## config.mk

```make
export PLATFORM = sky130hd
export DESIGN_NAME = lock_code_compare
export DESIGN_NICKNAME = d
export VERILOG_FILES = /design/src/rtl/lock_code_compare.sv
export SDC_FILE = /design/constraint.sdc
export NUM_CORES = 1
export LEC_CHECK = 0
export BUFFER_PORTS_ARGS = -buffer_cell sky130_fd_sc_hd__buf_2
export CELL_PAD_IN_SITES_DETAIL_PLACEMENT = 0
export CELL_PAD_IN_SITES_GLOBAL_PLACEMENT = 1
export CORE_AREA = 2 2 51 53
export CTS_BUF_LIST = sky130_fd_sc_hd__clkbuf_16
export CTS_CLUSTER_SIZE = 24
export DETAILED_ROUTE_END_ITERATION = 7
export DIE_AREA = 0 0 53 55
export PLACE_DENSITY = 0.74
export SLEW_MARGIN = 20
export SYNTH_ARGS = -nofsm -noshare
export SYNTH_HDL_FRONTEND = slang
export SYNTH_SLANG_ARGS = --single-unit
```

## constraint.sdc

```tcl
create_clock -name CLK50 -period 1.2 [get_ports CLK50]
set_input_delay 0.18 -clock CLK50 [delete_from_list [all_inputs] [get_ports CLK50]]
set_output_delay 0.18 -clock CLK50 [all_outputs]
set_load 0.005 [all_outputs]
```

## src/rtl/lock_code_compare.sv

```systemverilog
// lock_code_compare: password/attempt store, match evaluator and failed-attempt
// tracking for the combination-lock FSM.
// Optional feature macro: LOCK_FAIL_LOCKOUT_EN enables the evaluation FSM,
// FAIL_CNT saturation counter and the timed lockout. Without it, FAIL_CNT and
// LOCKOUT are tied low and M is just the registered code comparison.
module lock_code_compare #(
  parameter int CODE_W         = 8,
  parameter int MAX_FAILS      = 3,
  parameter int LOCKOUT_CYCLES = 50000000
) (
  input  logic              CLK50,
  input  logic              reset,
  input  logic [CODE_W-1:0] SW,
  input  logic              savePW,
  input  logic              saveAT,
  input  logic              LOCKED,
  output logic              M,
  output logic [1:0]        FAIL_CNT,
  output logic              LOCKOUT,
  output logic [CODE_W-1:0] PW_Q
);

  logic [CODE_W-1:0] pw_q, pw_d;
  logic [CODE_W-1:0] at_q, at_d;
  logic              m_q, m_d;
  logic              lockout;

  // Code registers: savePW has priority, so a simultaneous saveAT leaves at_q alone
  always_comb begin
    pw_d = pw_q;
    at_d = at_q;
    if (savePW)      pw_d = SW;
    else if (saveAT) at_d = SW;
  end

  // Match flag is registered; lockout masks it so the FSM can never open
  always_comb begin
    m_d = (at_q == pw_q) && !lockout;
  end

  // Code and match state
  always_ff @(posedge CLK50) begin
    if (reset) begin
      pw_q <= '0;
      at_q <= '0;
      m_q  <= 1'b0;
    end else begin
      pw_q <= pw_d;
      at_q <= at_d;
      m_q  <= m_d;
    end
  end

`ifdef LOCK_FAIL_LOCKOUT_EN
  localparam int            TW    = $clog2(LOCKOUT_CYCLES) + 1;
  localparam logic [TW-1:0] TLOAD = TW'(LOCKOUT_CYCLES - 1);

  typedef enum logic [1:0] {S_IDLE, S_CAPTURE, S_EVAL, S_LOCKOUT} state_e;

  state_e        state_q, state_d;
  logic [TW-1:0] timer_q, timer_d;
  logic [1:0]    fail_q, fail_d;
  logic [1:0]    fail_inc;

  // Evaluation FSM: an attempt is judged the cycle after saveAT drops,
  // using LOCKED to learn whether the lock FSM accepted it
  always_comb begin
    state_d  = state_q;
    timer_d  = timer_q;
    fail_d   = fail_q;
    fail_inc = (fail_q == 2'd3) ? 2'd3 : fail_q + 2'd1;
    unique case (state_q)
      S_IDLE:    if (saveAT && LOCKED) state_d = S_CAPTURE;
      S_CAPTURE: if (!saveAT)          state_d = S_EVAL;
      S_EVAL: begin
        state_d = S_IDLE;
        if (!LOCKED) begin
          fail_d = 2'd0;
        end else begin
          fail_d = fail_inc;
          if (int'(fail_inc) >= MAX_FAILS) begin
            state_d = S_LOCKOUT;
            timer_d = TLOAD;
          end
        end
      end
      S_LOCKOUT: begin
        // Timer stops at zero; that cycle is the last one of the lockout
        if (timer_q == '0) begin
          fail_d  = 2'd0;
          state_d = S_IDLE;
        end else begin
          timer_d = timer_q - 1'b1;
        end
      end
      default: state_d = S_IDLE;
    endcase
  end

  // FSM, timer and failure-count registers
  always_ff @(posedge CLK50) begin
    if (reset) begin
      state_q <= S_IDLE;
      timer_q <= '0;
      fail_q  <= 2'd0;
    end else begin
      state_q <= state_d;
      timer_q <= timer_d;
      fail_q  <= fail_d;
    end
  end

  assign lockout  = (state_q == S_LOCKOUT);
  assign FAIL_CNT = fail_q;
`else
  // Feature disabled: LOCKED and the lockout parameters have no consumer
  localparam int unused_params = MAX_FAILS + LOCKOUT_CYCLES;
  logic unused_locked;
  assign unused_locked = LOCKED;
  assign lockout       = 1'b0;
  assign FAIL_CNT      = 2'd0;
`endif

  assign LOCKOUT = lockout;
  assign M       = m_q;
  assign PW_Q    = pw_q;

endmodule

```

==> impl_metrics.json <==
{
  "outcome": "finished, final reports clean",
  "nets": 113,
  "worst_vdd_rail_ir_drop_mv": 0.6633,
  "worst-endpoint-arrival_ns": 1.10,
  "hold_end": "PW_Q[2]$_SDFFE_PP0P_",
  "area_contributors_post_synth": "sky130_fd_sc_hd__dfxtp_1 44%, sky130_fd_sc_hd__mux2i_1 10%, sky130_fd_sc_hd__a21oi_2 9.0%, sky130_fd_sc_hd__xnor2_1 7.9%, sky130_fd_sc_hd__nand2_2 6.5%",
  "slew_headroom": 0.5765,
  "floorplan.die.width_um": 53,
  "final-max-slew-violation-count": 0,
  "netlist.area_leader.share": 0.4387,
  "crit_path_max_fanout": 8,
  "detail-route-antenna-nets": 0,
  "num_vias": 546,
  "ff2ff_path_depth": 3,
  "drc_errors": 0,
  "cts_repair_resize_count": 0,
  "multi_input_comb_area_um2": 379.1,
  "cts_hold_buf": 0,
  "cts.reportedPaths.clkPinSlew_ns": 0.05,
  "min_path_cells": 3,
  "synth_top_area_cell": "sky130_fd_sc_hd__dfxtp_1",
  "worstPathRequired_ns": 1.38,
  "routed-wl-met3_um": 70,
  "viasPerCell": 4.233,
  "drv_cap": 0,
  "routabilityCongestion": 0.7434,
  "most_frequent_standard_cell_in_the_layout_excluding_fill_and_tap_cells": "sky130_fd_sc_hd__buf_2",
  "clkLatencyLatePin_ns": 0.25,
  "final_cell_count_no_fill": 129,
  "pin_slew_with_the_least_headroom_to_its_limit_ns": 0.6339,
  "worst_clock_skew_ns": 0.001530,
  "critical_path_class": "input pin to flip-flop",
  "drt-wirelength-per-cell_um": 11.12,
  "cts_setup_buffers": 0,
  "final_cell_mix": "20 x sky130_fd_sc_hd__buf_2, 17 x sky130_fd_sc_hd__dfxtp_1",
  "pwr_cell_area_nw_per_um2": 1512,
  "numCtsBuffers": 3,
  "critPathMaxStageDelay_ns": 0.53,
  "routed_wl_um": 1435,
  "grt.total_usage": 0.1183,
  "cts_max_path_bufs": 2,
  "timing.critical_path.slowest_stage_cell": "sky130_fd_sc_hd__nor2b_1",
  "syn_avg_cell_area_um2": 9.820,
  "regToRegSetupSlack_ns": 0.31,
  "setup.worst_path.start_class": "input pin",
  "timing.fmax_ghz": 1.085,
  "tritoncts_clock_tree": "done",
  "final.min_clock_period_ns": 0.9214,
  "wl_met2_um": 632,
  "first_pass_grt_wire_length_um": 2297,
  "critPathCaptureType": "flip-flop",
  "die_height_um": 55,
  "static-leakage-power_uw": 0.0004154,
  "antenna_cells_inserted": 0,
  "regToRegEndpoint": "M$_SDFF_PP0_",
  "synth-seq-area-share": 0.4387,
  "grt_setup_unrepaired": "false",
  "dp_hpwl_um": 1021,
  "grt_start_max_net_pins": 18,
  "crit-reg2reg-launch": "PW_Q[6]$_SDFFE_PP0P_",
  "setup_total_negative_slack_ns": 0,
  "synthToLayoutAreaGrowth_pct": 22.58,
  "cts.htree.levels": 1,
  "holdCritPathClass": "input pin to flip-flop",
  "synth-warning-count": 0,
  "fin_hold_ws_ns": 0.1830,
  "hold_viol_final": 0,
  "rows": 18,
  "routedLengthMet1_um": 676,
  "io_buffer_count": 20,
  "routed.top_layer": "met4",
  "fin_area_um2": 950.9,
  "post-route-period-util": 0.7678,
  "mappedNetlistArea_um2": 775.7,
  "drt_iter0_markers": 1,
  "globalRoute.totalOverflow": 0,
  "ff_latch_area_um2": 340.3,
  "starting_density_of_the_core": 0.3280,
  "total_power_uw": 1437,
  "antenna_violations_before_repair": 0,
  "hold_path.startpoint": "SW[2]",
  "layout-drive-gt1-share": 0.4242,
  "layout_filler_cell_count": 255,
  "die-area_um2": 2915,
  "design.core.area_um2": 2365,
  "numClockSinks": 17,
  "placed_area_um2": 872.1,
  "final-setup-viol-count": 0,
  "clock-root-buffer": "sky130_fd_sc_hd__clkbuf_16",
  "dr.pass1.iters": 2,
  "grt_pass1_vias": 519,
  "dpl.cell_count": 125,
  "ys_ff_latch": 17,
  "synthCells": 79,
  "timing.critical_path.cells": "buf_2 > nor2b_1 > nand2_1 > a21oi_2",
  "synth.lib_cells_used.distinct": 19,
  "boundaryPins": 25
}
## state kept, by name, indices dropped and copies added (netlist names)
signal and cells:
M 1, at_q 8, PW_Q 8
## per-layer routing
layer,global-route usage,vias to the layer above
li1,-,288
met1,0.1334,239
met4,0.1282,0
met5,0,-
met3,0.01613,4
met2,0.1854,15
## per-stage QoR
step                  util  worst slack (ns)
floorplan                -            0.3706
global placement    0.3688           0.01574
detailed placement  0.3688         -0.001264
CTS                 0.4021            0.2527
global route        0.4021            0.1465
finish              0.4021            0.2786
## cell usage after synthesis
library cell,number
sky130_fd_sc_hd__nor2_1,8
sky130_fd_sc_hd__clkbuf_2,1
sky130_fd_sc_hd__nor4_1,1
sky130_fd_sc_hd__mux2i_1,8
sky130_fd_sc_hd__nand2_2,8
sky130_fd_sc_hd__xnor2_1,7
sky130_fd_sc_hd__buf_2,2
sky130_fd_sc_hd__conb_1,1
sky130_fd_sc_hd__nand2b_4,1
sky130_fd_sc_hd__nand3_1,1
sky130_fd_sc_hd__a21oi_2,8
sky130_fd_sc_hd__nand2_1,8
sky130_fd_sc_hd__dfxtp_1,17
sky130_fd_sc_hd__nand4_1,1
sky130_fd_sc_hd__buf_6,1
sky130_fd_sc_hd__buf_8,1
sky130_fd_sc_hd__nor2b_1,1
sky130_fd_sc_hd__buf_4,3
sky130_fd_sc_hd__xor2_1,1
## worst max path at each step
stage                     slack (ns)                    to  cells after the start                 start
after global placement          0.02  at_q[7]$_SDFFE_PP0P_                      4                saveAT
final                           0.28  at_q[7]$_SDFFE_PP0P_                      4                saveAT
after detailed placement      -0.001  at_q[3]$_SDFFE_PP0P_                      4                saveAT
after global routing            0.15          M$_SDFF_PP0_                      3  PW_Q[6]$_SDFFE_PP0P_
after floorplan                 0.37          M$_SDFF_PP0_                      3  PW_Q[2]$_SDFFE_PP0P_
after CTS                       0.25  at_q[3]$_SDFFE_PP0P_                      4                saveAT
## worst max-delay path, delay by kind of cell
kind,cells,cell delay (ns)
buffers and inverters,1,0.11
AOI/OAI and AO/OA,1,0.14
and+or+nand+nor,2,0.67
## final cells by class
type | count | area share
clock buffers | 3 | 0.07895
clock inverters | 1 | 0.003947
multi-input cells | 56 | 0.3987
flip-flops and latches | 17 | 0.3579
well taps | 30 | 0.03947
repair buffers | 22 | 0.1211
## logic make-up (layout without fill, tap and decap cells)
| kind of cell | count (synthesis) | count (layout) | share of synthesized area |
|---|---|---|---|
| AO/OA/AOI/OAI | 8 | 8 | 0.09033 |
| XOR/XNOR | 8 | 8 | 0.09033 |
| buffers and inverters | 8 | 26 | 0.08224 |
| flip-flops | 17 | 17 | 0.4387 |
| multiplexers | 8 | 8 | 0.1032 |
| other | 1 | 3 | 0.004834 |
| AND/OR/NAND/NOR | 29 | 29 | 0.1903 |
## power by group
part / internal, µW / switching [µW]
Combinational: 80.3 / 81.0
Sequential: 597 / 23.2
Clock: 442 / 214
Power figures use the tool's default switching activity.
